File: src/rtl/fetch_controller_if.sv
// Bus bundle between the fetch controller, instruction memory, redirect source and decode.
// dec_valid/dec_ready: a transfer happens on a rising edge where both are high; valid never depends on ready.
interface fetch_controller_if;
  logic        enable;
  logic [31:0] imem_addr;
  logic [31:0] imem_instr;
  logic        redirect_valid;
  logic [31:0] redirect_pc;
  logic        dec_valid;
  logic        dec_ready;
  logic [31:0] dec_instr;
  logic [31:0] dec_pc;
  logic        busy;
  logic        fault;
  logic [31:0] fault_pc;

  modport master (
    input  enable, imem_instr, redirect_valid, redirect_pc, dec_ready,
    output imem_addr, dec_valid, dec_instr, dec_pc, busy, fault, fault_pc
  );

  modport slave (
    output enable, imem_instr, redirect_valid, redirect_pc, dec_ready,
    input  imem_addr, dec_valid, dec_instr, dec_pc, busy, fault, fault_pc
  );
endinterface

File: src/rtl/fetch_controller.sv
// Front-end fetch sequencer: owns the PC, reads the combinational imem and queues
// {instr, pc} pairs toward decode; handles redirect flushes, drain and sticky faults.
module fetch_controller #(
  parameter logic [31:0] RESET_PC   = 32'h0,
  parameter int          IMEM_DEPTH = 256,
  parameter int          BUF_DEPTH  = 2
) (
  input  logic               clk,
  input  logic               reset_n,
  fetch_controller_if.master bus,
  output logic [1:0]         dbg_state
);
  localparam int PTR_W = $clog2(BUF_DEPTH);
  localparam int CNT_W = PTR_W + 1;

  localparam logic [1:0] S_IDLE  = 2'd0;
  localparam logic [1:0] S_RUN   = 2'd1;
  localparam logic [1:0] S_DRAIN = 2'd2;
  localparam logic [1:0] S_FAULT = 2'd3;

  logic [1:0]       state_q, state_d;
  logic [31:0]      pc_q, pc_d;
  logic [PTR_W-1:0] wr_ptr_q, wr_ptr_d;
  logic [PTR_W-1:0] rd_ptr_q, rd_ptr_d;
  logic [CNT_W-1:0] count_q, count_d;
  logic [31:0]      instr_q [BUF_DEPTH];
  logic [31:0]      instr_d [BUF_DEPTH];
  logic [31:0]      epc_q [BUF_DEPTH];
  logic [31:0]      epc_d [BUF_DEPTH];
  logic [31:0]      hold_instr_q, hold_instr_d;
  logic [31:0]      hold_pc_q, hold_pc_d;
  logic             fault_q, fault_d;
  logic [31:0]      fault_pc_q, fault_pc_d;

  logic full, empty, pc_legal, pop, redir, redir_bad, flush;
  logic fetch_opp, push, range_fault;
  logic [31:0] head_instr, head_pc;

  always_comb begin
    full        = (count_q == CNT_W'(BUF_DEPTH));
    empty       = (count_q == '0);
    pc_legal    = ({2'b00, pc_q[31:2]} < 32'(IMEM_DEPTH));
    pop         = !empty && bus.dec_ready;
    redir       = bus.redirect_valid && (state_q != S_FAULT);
    redir_bad   = redir && (bus.redirect_pc[1:0] != 2'b00);
    flush       = redir && !redir_bad;
    // A full FIFO still offers a slot when decode drains the head this cycle.
    fetch_opp   = (state_q == S_RUN) && !bus.redirect_valid && (!full || pop);
    range_fault = fetch_opp && !pc_legal;
    push        = fetch_opp && pc_legal;
    head_instr  = empty ? hold_instr_q : instr_q[rd_ptr_q];
    head_pc     = empty ? hold_pc_q    : epc_q[rd_ptr_q];
  end

  always_comb begin
    state_d      = state_q;
    pc_d         = pc_q;
    wr_ptr_d     = wr_ptr_q;
    rd_ptr_d     = rd_ptr_q;
    count_d      = count_q;
    instr_d      = instr_q;
    epc_d        = epc_q;
    hold_instr_d = head_instr;
    hold_pc_d    = head_pc;
    fault_d      = fault_q;
    fault_pc_d   = fault_pc_q;

    case (state_q)
      S_IDLE:  if (bus.enable) state_d = S_RUN;
      S_RUN:   if (!bus.enable) state_d = S_DRAIN;
      S_DRAIN: begin
        if (bus.enable)          state_d = S_RUN;
        else if (empty || flush) state_d = S_IDLE;
      end
      default: state_d = state_q;
    endcase

    if (flush) begin
      pc_d     = bus.redirect_pc;
      rd_ptr_d = wr_ptr_q;
      count_d  = '0;
    end else begin
      if (push) begin
        instr_d[wr_ptr_q] = bus.imem_instr;
        epc_d[wr_ptr_q]   = pc_q;
        wr_ptr_d          = wr_ptr_q + PTR_W'(1);
        pc_d              = pc_q + 32'd4;
      end
      if (pop) rd_ptr_d = rd_ptr_q + PTR_W'(1);
      count_d = count_q + CNT_W'(push) - CNT_W'(pop);
    end

    // Faults freeze the PC but leave buffered entries for decode to drain.
    if (redir_bad) begin
      state_d    = S_FAULT;
      fault_d    = 1'b1;
      fault_pc_d = bus.redirect_pc;
    end else if (range_fault) begin
      state_d    = S_FAULT;
      fault_d    = 1'b1;
      fault_pc_d = pc_q;
    end
  end

  always_ff @(posedge clk or negedge reset_n) begin
    if (!reset_n) begin
      state_q      <= S_IDLE;
      pc_q         <= RESET_PC;
      wr_ptr_q     <= '0;
      rd_ptr_q     <= '0;
      count_q      <= '0;
      hold_instr_q <= '0;
      hold_pc_q    <= '0;
      fault_q      <= 1'b0;
      fault_pc_q   <= '0;
      for (int i = 0; i < BUF_DEPTH; i++) begin
        instr_q[i] <= '0;
        epc_q[i]   <= '0;
      end
    end else begin
      state_q      <= state_d;
      pc_q         <= pc_d;
      wr_ptr_q     <= wr_ptr_d;
      rd_ptr_q     <= rd_ptr_d;
      count_q      <= count_d;
      hold_instr_q <= hold_instr_d;
      hold_pc_q    <= hold_pc_d;
      fault_q      <= fault_d;
      fault_pc_q   <= fault_pc_d;
      instr_q      <= instr_d;
      epc_q        <= epc_d;
    end
  end

  assign bus.imem_addr = pc_q;
  assign bus.dec_valid = !empty;
  assign bus.dec_instr = head_instr;
  assign bus.dec_pc    = head_pc;
  assign bus.busy      = (state_q == S_RUN) || (state_q == S_DRAIN);
  assign bus.fault     = fault_q;
  assign bus.fault_pc  = fault_pc_q;
  assign dbg_state     = state_q;
endmodule

File: src/flat_wrapper.sv
// flat-port wrapper written by rule: the top's interface ports become plain ports
module fetch_controller_flat 
#(
  parameter logic [31:0] RESET_PC   = 32'h0,
  parameter int          IMEM_DEPTH = 256,
  parameter int          BUF_DEPTH  = 2
)
  (clk, reset_n, dbg_state, bus_enable, bus_imem_instr, bus_redirect_valid, bus_redirect_pc, bus_dec_ready, bus_imem_addr, bus_dec_valid, bus_dec_instr, bus_dec_pc, bus_busy, bus_fault, bus_fault_pc);
  fetch_controller_if bus_i ();
  input  logic clk;
  input  logic reset_n;
  output logic [1:0] dbg_state;
  input wire logic [$bits(bus_i.enable)-1:0] bus_enable;
  input wire logic [$bits(bus_i.imem_instr)-1:0] bus_imem_instr;
  input wire logic [$bits(bus_i.redirect_valid)-1:0] bus_redirect_valid;
  input wire logic [$bits(bus_i.redirect_pc)-1:0] bus_redirect_pc;
  input wire logic [$bits(bus_i.dec_ready)-1:0] bus_dec_ready;
  output wire logic [$bits(bus_i.imem_addr)-1:0] bus_imem_addr;
  output wire logic [$bits(bus_i.dec_valid)-1:0] bus_dec_valid;
  output wire logic [$bits(bus_i.dec_instr)-1:0] bus_dec_instr;
  output wire logic [$bits(bus_i.dec_pc)-1:0] bus_dec_pc;
  output wire logic [$bits(bus_i.busy)-1:0] bus_busy;
  output wire logic [$bits(bus_i.fault)-1:0] bus_fault;
  output wire logic [$bits(bus_i.fault_pc)-1:0] bus_fault_pc;
  assign bus_i.enable = bus_enable;
  assign bus_i.imem_instr = bus_imem_instr;
  assign bus_i.redirect_valid = bus_redirect_valid;
  assign bus_i.redirect_pc = bus_redirect_pc;
  assign bus_i.dec_ready = bus_dec_ready;
  assign bus_imem_addr = bus_i.imem_addr;
  assign bus_dec_valid = bus_i.dec_valid;
  assign bus_dec_instr = bus_i.dec_instr;
  assign bus_dec_pc = bus_i.dec_pc;
  assign bus_busy = bus_i.busy;
  assign bus_fault = bus_i.fault;
  assign bus_fault_pc = bus_i.fault_pc;
  fetch_controller #(.RESET_PC(RESET_PC), .IMEM_DEPTH(IMEM_DEPTH), .BUF_DEPTH(BUF_DEPTH)) u_core (.clk(clk), .reset_n(reset_n), .bus(bus_i), .dbg_state(dbg_state));
endmodule
File: config.mk
export PLATFORM = sky130hd
export DESIGN_NAME = fetch_controller_flat
export DESIGN_NICKNAME = d
export VERILOG_FILES = /design/src/rtl/fetch_controller_if.sv /design/src/rtl/fetch_controller.sv /design/src/flat_wrapper.sv
export SDC_FILE = /design/constraint.sdc
export NUM_CORES = 1
export LEC_CHECK = 0
export ABC_AREA = 0
export BUFFER_PORTS_ARGS = -buffer_cell sky130_fd_sc_hd__clkbuf_2
export CAP_MARGIN = 40
export CORE_AREA = 3 3 166 119
export CTS_CLUSTER_DIAMETER = 40
export DETAILED_ROUTE_END_ITERATION = 7
export DIE_AREA = 0 0 169 122
export PLACE_DENSITY = 0.9
export REMOVE_ABC_BUFFERS = 1
export SLEW_MARGIN = 20
export SYNTH_ARGS = -nofsm -noshare
export SYNTH_HDL_FRONTEND = slang
export SYNTH_SLANG_ARGS = --single-unit
File: constraint.sdc
create_clock -name clk -period 5.8 [get_ports clk]
set_input_delay 0.29 -clock clk [delete_from_list [all_inputs] [get_ports clk]]
set_output_delay 0.29 -clock clk [all_outputs]
set_load 0.03 [all_outputs]
==> flow_summary.toml, run 1 <==
[floorplan]
initial_core_util_pct = 60.4
core_rows = 41
fp.dieH_um = 122
ios = 202
core_area_mm2 = 0.0181
fp.dieW_um = 169
die_area_mm2 = 0.0206

[worst_setup_path]
path_cells = "nor4_2 -> nand4_2 -> or3_1 -> nor2_8 -> buf_12 -> mux2_2"
critPathArrivalTime_ns = 3.49
kind_of_capture_point_of_the_worst_setup_path = "flop"
startpoint_type = "flop"
r2r_end = "u_core.instr_q[54]$_DFFE_PN0P_"
worst-r2r-setup-slack_ns = 2.72
timing.rr.start = "u_core.bus.imem_addr[30]$_DFFE_PN0P_"
maximum_cell_stage_delay_along_the_critical_path_ns = 0.59
setup.worst_path.class = "flop to flop"
worstPathBufferInverterCount = 1
critical_path_required_ns = 6.21
reg2reg_depth = 6
critical_path.slowest_cell = "or3_1"
crit_path_max_fanout = 34
worst_path_dominant_cell_family = "simple AND/OR/NAND/NOR gates"

[route]
ant_nets = 0
drt_first_pass_iters = 6
detail_route.drc_violations = 0
wl_per_cell_um = 18.8
detailedRoute.firstIterationViolations = 582
route.vias.total = 7716
postRouteWirelength_mm = 26.1
routed_via_density = 5.54

[timing]
final_period_minus_worst_setup_slack_ns = 3.08
setup_failing_eps_final = 0
post_route_worst_hold_slack_ns = 0.0161
final_min_period_over_clock_period_pct = 53.0
worstMarginPinSlew_ns = 0.957
worst_clock_skew_ns = 0.0111
fmax_mhz = 325
report.final.slew_viol_count = 0
finalHoldViolCount = 0
timing.max_slew.rel_slack_pct = 36.2
tns_ns = 0
grt_setup_unrepaired = "no"

[layout]
fraction_of_layout_cells_with_a_size_suffix_above_1_pct = 30.7
antenna-diode-count = 0
areaGrowthSynthToFinish_pct = 24.4
final_net_count = 1213
fillerInstances = 1135

[placement]
detailed_place_hpwl_mm = 16.1
gp_congestion = 0.845
port_buffers = 201

[logic_synthesis]
ys_async_sr_fraction_pct = 100
synth_xor_area_share_pct = 0.721
syn-instance-count = 900
yosys.area_share.adder_pct = 0.916
synth_edf_count = 0
synth_area_in_compound_gates_pct = 5.51
cell_area_synth_mm2 = 0.0109
post_synth_mux_area_share_pct = 18.6
dominant_combinational_cell_family_by_area_after_synthesis = "multiplexers"
ys.warnings.count = 0
postSynthRegisterBits = 263
avgSynthCellArea_um2 = 12.1
yosys_most_used_dff = "dfrtp_1"
synth.yosys.seq_area_share_pct = 60.2
synth.distinct_cells = 39
post_synth_and_or_nand_nor_area_fraction_pct = 11.3

[cts]
cts_setup_buffers = 0
clock_tree.root_cell = "clkbuf_16"
htree_levels = 1
worst_skew_pair_latency_ns = 0.54
clock_tree_from_tritoncts = "yes"
cts_made_buffers = 29
tritoncts_num_sinks = 263
cts.reportedPaths.clkPinSlew_ns = 0.06
ctsLongestPathBuffers = 3

[global_routing]
grt_antenna_before_repair = 0
global_route_wire_length_before_repair_mm = 42.3
globalRouteTotalUtil_pct = 25.4
grt_pass1_vias = 8011
overflow = 0
grt_max_degree = 135

[min_path]
min_path_type = "input port to flop"
min-delay-start = "bus_imem_instr[17]"
worstHoldEndpoint = "u_core.instr_q[17]$_DFFE_PN0P_"
min_delay_path_depth = 2

[power]
pwr_density_cell_mw_per_mm2 = 554
ir_drop_v = 0.000473
p_leak_nw = 7.22

[status]
status = "complete, no violations"

[flow_run]
max_cap_violations = 0
cells by family after synthesis:
logic type / after synthesis
AND/OR/NAND/NOR: 264
AO/OA/AOI/OAI: 115
XOR/XNOR: 9
flip-flops: 263
adder cells (fa/ha/maj): 8
multiplexers: 178
buffers and inverters: 63
cell type report:
class	instances	area [µm²]	share of cell area, %
clock inverter	19	229	1.68
timing repair buffer	258	1630	12.0
clock buffer	34	754	5.55
inverter	10	42.5	0.313
tap	236	295	2.17
sequential	263	6590	48.4
multi-input combinational	574	4060	29.9
worst max-delay path by stage:
stage	slack (ns)	depth (start not counted)	startpoint	end
2_1_floorplan	1.77	3	u_core.dbg_state[0]$_DFFE_PN0P_	u_core.bus.fault_pc[10]$_DFFE_PN0P_
3_3_place_gp	2.78	5	u_core.bus.imem_addr[28]$_DFFE_PN0P_	u_core.instr_q[37]$_DFFE_PN0P_
3_5_place_dp	2.77	6	u_core.bus.imem_addr[28]$_DFFE_PN0P_	u_core.instr_q[54]$_DFFE_PN0P_
4_1_cts	2.71	5	u_core.count_q[1]$_DFF_PN0_	bus_dec_pc[1]
5_1_grt	2.59	6	u_core.bus.imem_addr[30]$_DFFE_PN0P_	u_core.instr_q[49]$_DFFE_PN0P_
6_report	2.72	6	u_core.bus.imem_addr[30]$_DFFE_PN0P_	u_core.instr_q[54]$_DFFE_PN0P_
routing by layer:
| layer | routed length, µm | global-route usage, % | up-vias | share of wire, % |
|---|---|---|---|---|
| li1 | - | - | 3525 | - |
| met1 | 10900 | 33.3 | 3847 | 42 |
| met2 | 12700 | 43.0 | 291 | 49 |
| met3 | 1960 | 6.65 | 53 | 7.5 |
| met4 | 575 | 6.13 | 0 | 2.2 |
| met5 | 0 | 0 | - | 0 |
cell usage in the layout (no fill, tap or decap), types with 4 or more instances in the layout:
cell type | synthesis | routed
ha_1 | 8 | 8
mux2_4 | 38 | 38
clkbuf_2 | 0 | 200
clkinv_2 | 0 | 4
mux2i_1 | 94 | 94
dlygate4sd3_1 | 0 | 47
bufinv_16 | 0 | 4
nor2b_1 | 23 | 23
inv_1 | 9 | 9
o21ai_0 | 39 | 39
clkbuf_16 | 0 | 29
xnor2_1 | 8 | 8
a21oi_1 | 65 | 65
nor2_1 | 77 | 77
nand3_1 | 5 | 5
buf_4 | 7 | 5
mux2_2 | 46 | 46
and2_1 | 28 | 28
o211ai_1 | 4 | 4
clkbuf_1 | 33 | 4
nor4_2 | 4 | 4
dfrtp_1 | 263 | 262
nand2_1 | 108 | 108
nor4_1 | 6 | 6
clkinvlp_4 | 0 | 6
state kept, by name (all words and copies together) (netlist names):
signal / cells
u_core.hold_instr_q: 32
u_core.hold_pc_q: 32
u_core.bus.imem_addr: 32
u_core.rd_ptr_q: 1
u_core.wr_ptr_q: 1
u_core.bus.fault_pc: 32
u_core.dbg_state: 2
u_core.count_q: 2
u_core.bus.fault: 1
u_core.epc_q: 64
u_core.instr_q: 64
synthesized netlist by cell type, drive strengths merged, types with 5 or more instances:
library cell	n	area, µm²
a21oi	65	325
and2	28	175
buf	20	140
clkbuf	33	124
dfrtp	263	6580
ha	8	100
inv	9	33.8
mux2	84	1090
mux2i	94	941
nand2	109	417
nand3	5	25.0
nor2	78	309
nor2b	23	144
nor4	10	87.6
o21ai	39	195
xnor2	8	70.1
worst reg2reg max path: cells and delay by family (launching register included):
family        cells  cell delay [ns]
simple gates      4             1.85
flops             1             0.43
mux               1             0.38
buf+inv           1             0.29
report_power, final:
group	internal, mW	leakage (nW)	switching, mW	total [mW]
clock	1.12	0.464	0.741	1.86
sequential	2.27	3.49	0.383	2.65
combinational	0.869	3.27	2.15	3.01
per-stage QoR:
stage	instances	power [mW]	worst slack, ns	cell area (µm²)	util, %
after floorplan	847	4.65	1.77	10700	-
after global placement	1290	5.49	2.78	12100	66.6
after detailed placement	1293	5.59	2.77	12100	66.9
after CTS	1393	7.49	2.71	13600	74.9
after global routing	1394	7.89	2.59	13600	75.1
final	1394	7.53	2.72	13600	75.1
timing repair:
action                    4_1_cts  5_1_grt
resized for setup               0        0
hold buffers                   47        0
hold endpoints to repair      208        0
(Power assumes the default switching activity.)
==> run 2, diff against run 1 <==
ABC_AREA = 1   (was 0)
CORE_AREA = 3 3 173 125   (was 3 3 166 119)
DIE_AREA = 0 0 176 128   (was 0 0 169 122)
PLACE_DENSITY = 0.85   (was 0.9)
clock period = 3 ns   (was 5.8 ns; I/O delays follow)
==> flow_summary.toml, run 2 <==
[cts]
worst_skew_pair_latency_ns = 0.52
htree_levels = 1
ctsLongestPathBuffers = 3
cts_made_buffers = 27
tritoncts_num_sinks = 263
clock_tree.root_cell = "clkbuf_16"
cts_setup_buffers = 0
clock_tree_from_tritoncts = "yes"
cts.reportedPaths.clkPinSlew_ns = 0.06

[logic_synthesis]
post-synth-top-count-cell = "nand2_1"
synthDominantCellAreaShare_pct = 59.0
syn-instance-count = 1289
synth_edf_count = 0
cell_area_synth_mm2 = 0.0112
postSynthRegisterBits = 263
yosys_most_used_dff = "dfrtp_1"
ys.warnings.count = 0
top_post_synthesis_cells_by_area = "dfrtp_1 59%, nand2_1 12%, a21oi_1 5.9%, inv_1 4.6%, nor2_1 4.5%"
ys_async_sr_fraction_pct = 100
synth.yosys.seq_area_share_pct = 59.0
avgSynthCellArea_um2 = 8.66
netlist_top_cells_count = "348 x nand2_1, 263 x dfrtp_1, 136 x inv_1, 133 x nor2_1, 131 x a21oi_1"
yosysTopAreaCell = "dfrtp_1"
synth.distinct_cells = 26

[route]
postRouteWirelength_mm = 29.2
route.vias.total = 9566
detailedRoute.firstIterationViolations = 847
routed_via_density = 5.26
detail_route.drc_violations = 0
drt_first_pass_iters = 5
ant_nets = 0
wl_per_cell_um = 16.0

[power]
cell_internal_power_dissipation_mw = 7.90
p_total_mw = 14.5
clock_power_share_pct = 22.7
ir_drop_v = 0.000666
power.share.combinational_pct = 43.7
pwr_density_cell_mw_per_mm2 = 1050
p_leak_nw = 7.26
switching_power_mw = 6.59
seq_power_share_pct = 33.6
netSwitchingFraction_pct = 45.5

[floorplan]
core_rows = 43
fp.dieW_um = 176
core_area_mm2 = 0.0199
die_area_mm2 = 0.0225
ios = 202
initial_core_util_pct = 56.2
fp.dieH_um = 128

[placement]
port_buffers = 201
place_worst_setup_slack_ns = 0.432
post-place-cells = 1707
detailed_place_hpwl_mm = 18.1
gp_congestion = 0.867

[worst_setup_path]
critical_path_required_ns = 2.85
kind_of_capture_point_of_the_worst_setup_path = "output port"
critPathArrivalTime_ns = 2.62
setup.worst_path.class = "flop to output port"
crit_path_max_fanout = 35
startpoint_type = "flop"
reg2reg_depth = 7

[timing]
timing.max_slew.rel_slack_pct = 46.6
final_period_minus_worst_setup_slack_ns = 2.77
setup_failing_eps_final = 0
fmax_mhz = 361
finalHoldViolCount = 0
worstMarginPinSlew_ns = 0.801
final.setup.worst_slack_ns = 0.230
report.final.slew_viol_count = 0
worst_clock_skew_ns = 0.0154
post_route_worst_hold_slack_ns = 0.0242
grt_setup_unrepaired = "no"
final_min_period_over_clock_period_pct = 92.3

[min_path]
min_delay_path_depth = 5
min_path_type = "input port to flop"

[layout]
most_common_cell_after_layout_fill_and_taps_aside = "nand2_1"
top_regs = "u_core.epc_q x64, u_core.instr_q x64"
fraction_of_layout_cells_with_a_size_suffix_above_1_pct = 19.1
areaGrowthSynthToFinish_pct = 24.1
fin_util_pct = 69.8
number_of_cells_in_the_finished_layout_apart_from_fillers = 1820
most-common-layout-cells = "348 x nand2_1, 262 x dfrtp_1, 200 x clkbuf_2"
final_net_count = 1607

[global_routing]
grt_antenna_before_repair = 1
overflow = 0
grt_pass1_vias = 9538
globalRouteTotalUtil_pct = 26.0
grt_max_degree = 91
global_route_wire_length_before_repair_mm = 47.5

[flow_run]
max_cap_violations = 0

[status]
status = "complete, no violations"
## run 2: final timing paths
check / from / endpoint / slack, ns
max in group asynchronous: reset_n / u_core.hold_pc_q[9]$_DFF_PN0_ / 1.86
min in group asynchronous: reset_n / u_core.hold_instr_q[26]$_DFF_PN0_ / 0.22
worst min register to register: u_core.bus.fault_pc[22]$_DFFE_PN0P_ / u_core.bus.fault_pc[22]$_DFFE_PN0P_ / 0.47
worst max-delay path: u_core.rd_ptr_q$_DFFE_PN0P_ / bus_dec_pc[27] / 0.23
worst max register to register: u_core.dbg_state[0]$_DFFE_PN0P_ / u_core.bus.fault_pc[31]$_DFFE_PN0P_ / 0.39
worst min-delay path: bus_redirect_pc[4] / u_core.bus.imem_addr[4]$_DFFE_PN0P_ / 0.02
## run 2: power groups by stage
stage | clock [mW] | combinational (mW) | sequential [mW]
floorplan | 0 | 3.42 | 5.57
global placement | 0 | 6.09 | 4.87
detailed placement | 0 | 6.19 | 4.91
CTS | 3.33 | 6.30 | 4.85
global route | 3.47 | 6.86 | 4.95
finish | 3.29 | 6.33 | 4.87
## run 2: area by class of cell
cell class / instances / area (µm²)
antenna: 1 / 2.50
clock buffer: 36 / 749
clock inverter: 12 / 121
fill: 1471 / 6000
inverter: 143 / 537
multi-input combinational: 812 / 3660
sequential: 263 / 6580
tap: 270 / 338
timing repair buffer: 283 / 1850
## run 2: worst max-delay path, stage by stage (launching register included)
cell and delay (ns):
dfrtp_2 0.83, buf_4 0.50, a21oi_1 0.12, a21oi_1 0.35, clkbuf_2 0.28
## run 2: cell families after synthesis
| family | after synthesis | synth area share [%] |
|---|---|---|
| simple gates | 517 | 18.1 |
| compound gates | 280 | 13.1 |
| flops | 263 | 59.0 |
| buf+inv | 214 | 8.38 |
| fa+ha+maj | 8 | 0.897 |
| xor+xnor | 7 | 0.549 |
## run 2: routing by layer
metal	routed length [µm]	GRT usage, %	share of wire [%]	vias to the layer above
li1	-	-	-	4511
met4	724	7.07	2.5	0
met5	0	0	0	-
met1	12600	36.4	43	4545
met2	13600	42.3	47	449
met3	2260	4.71	7.8	61
## run 2: repair_timing
item / 4_1_cts / 5_1_grt
hold endpoints to repair: 197 / 0
hold buffers: 64 / 0
resized for setup: 0 / 0
## run 2: metrics by stage
stage          setup TNS [ns]  area [µm²]
2_1_floorplan         -232.93       10800
3_3_place_gp                0       12300
3_5_place_dp                0       12300
4_1_cts                     0       13800
5_1_grt                     0       13800
6_report                    0       13800
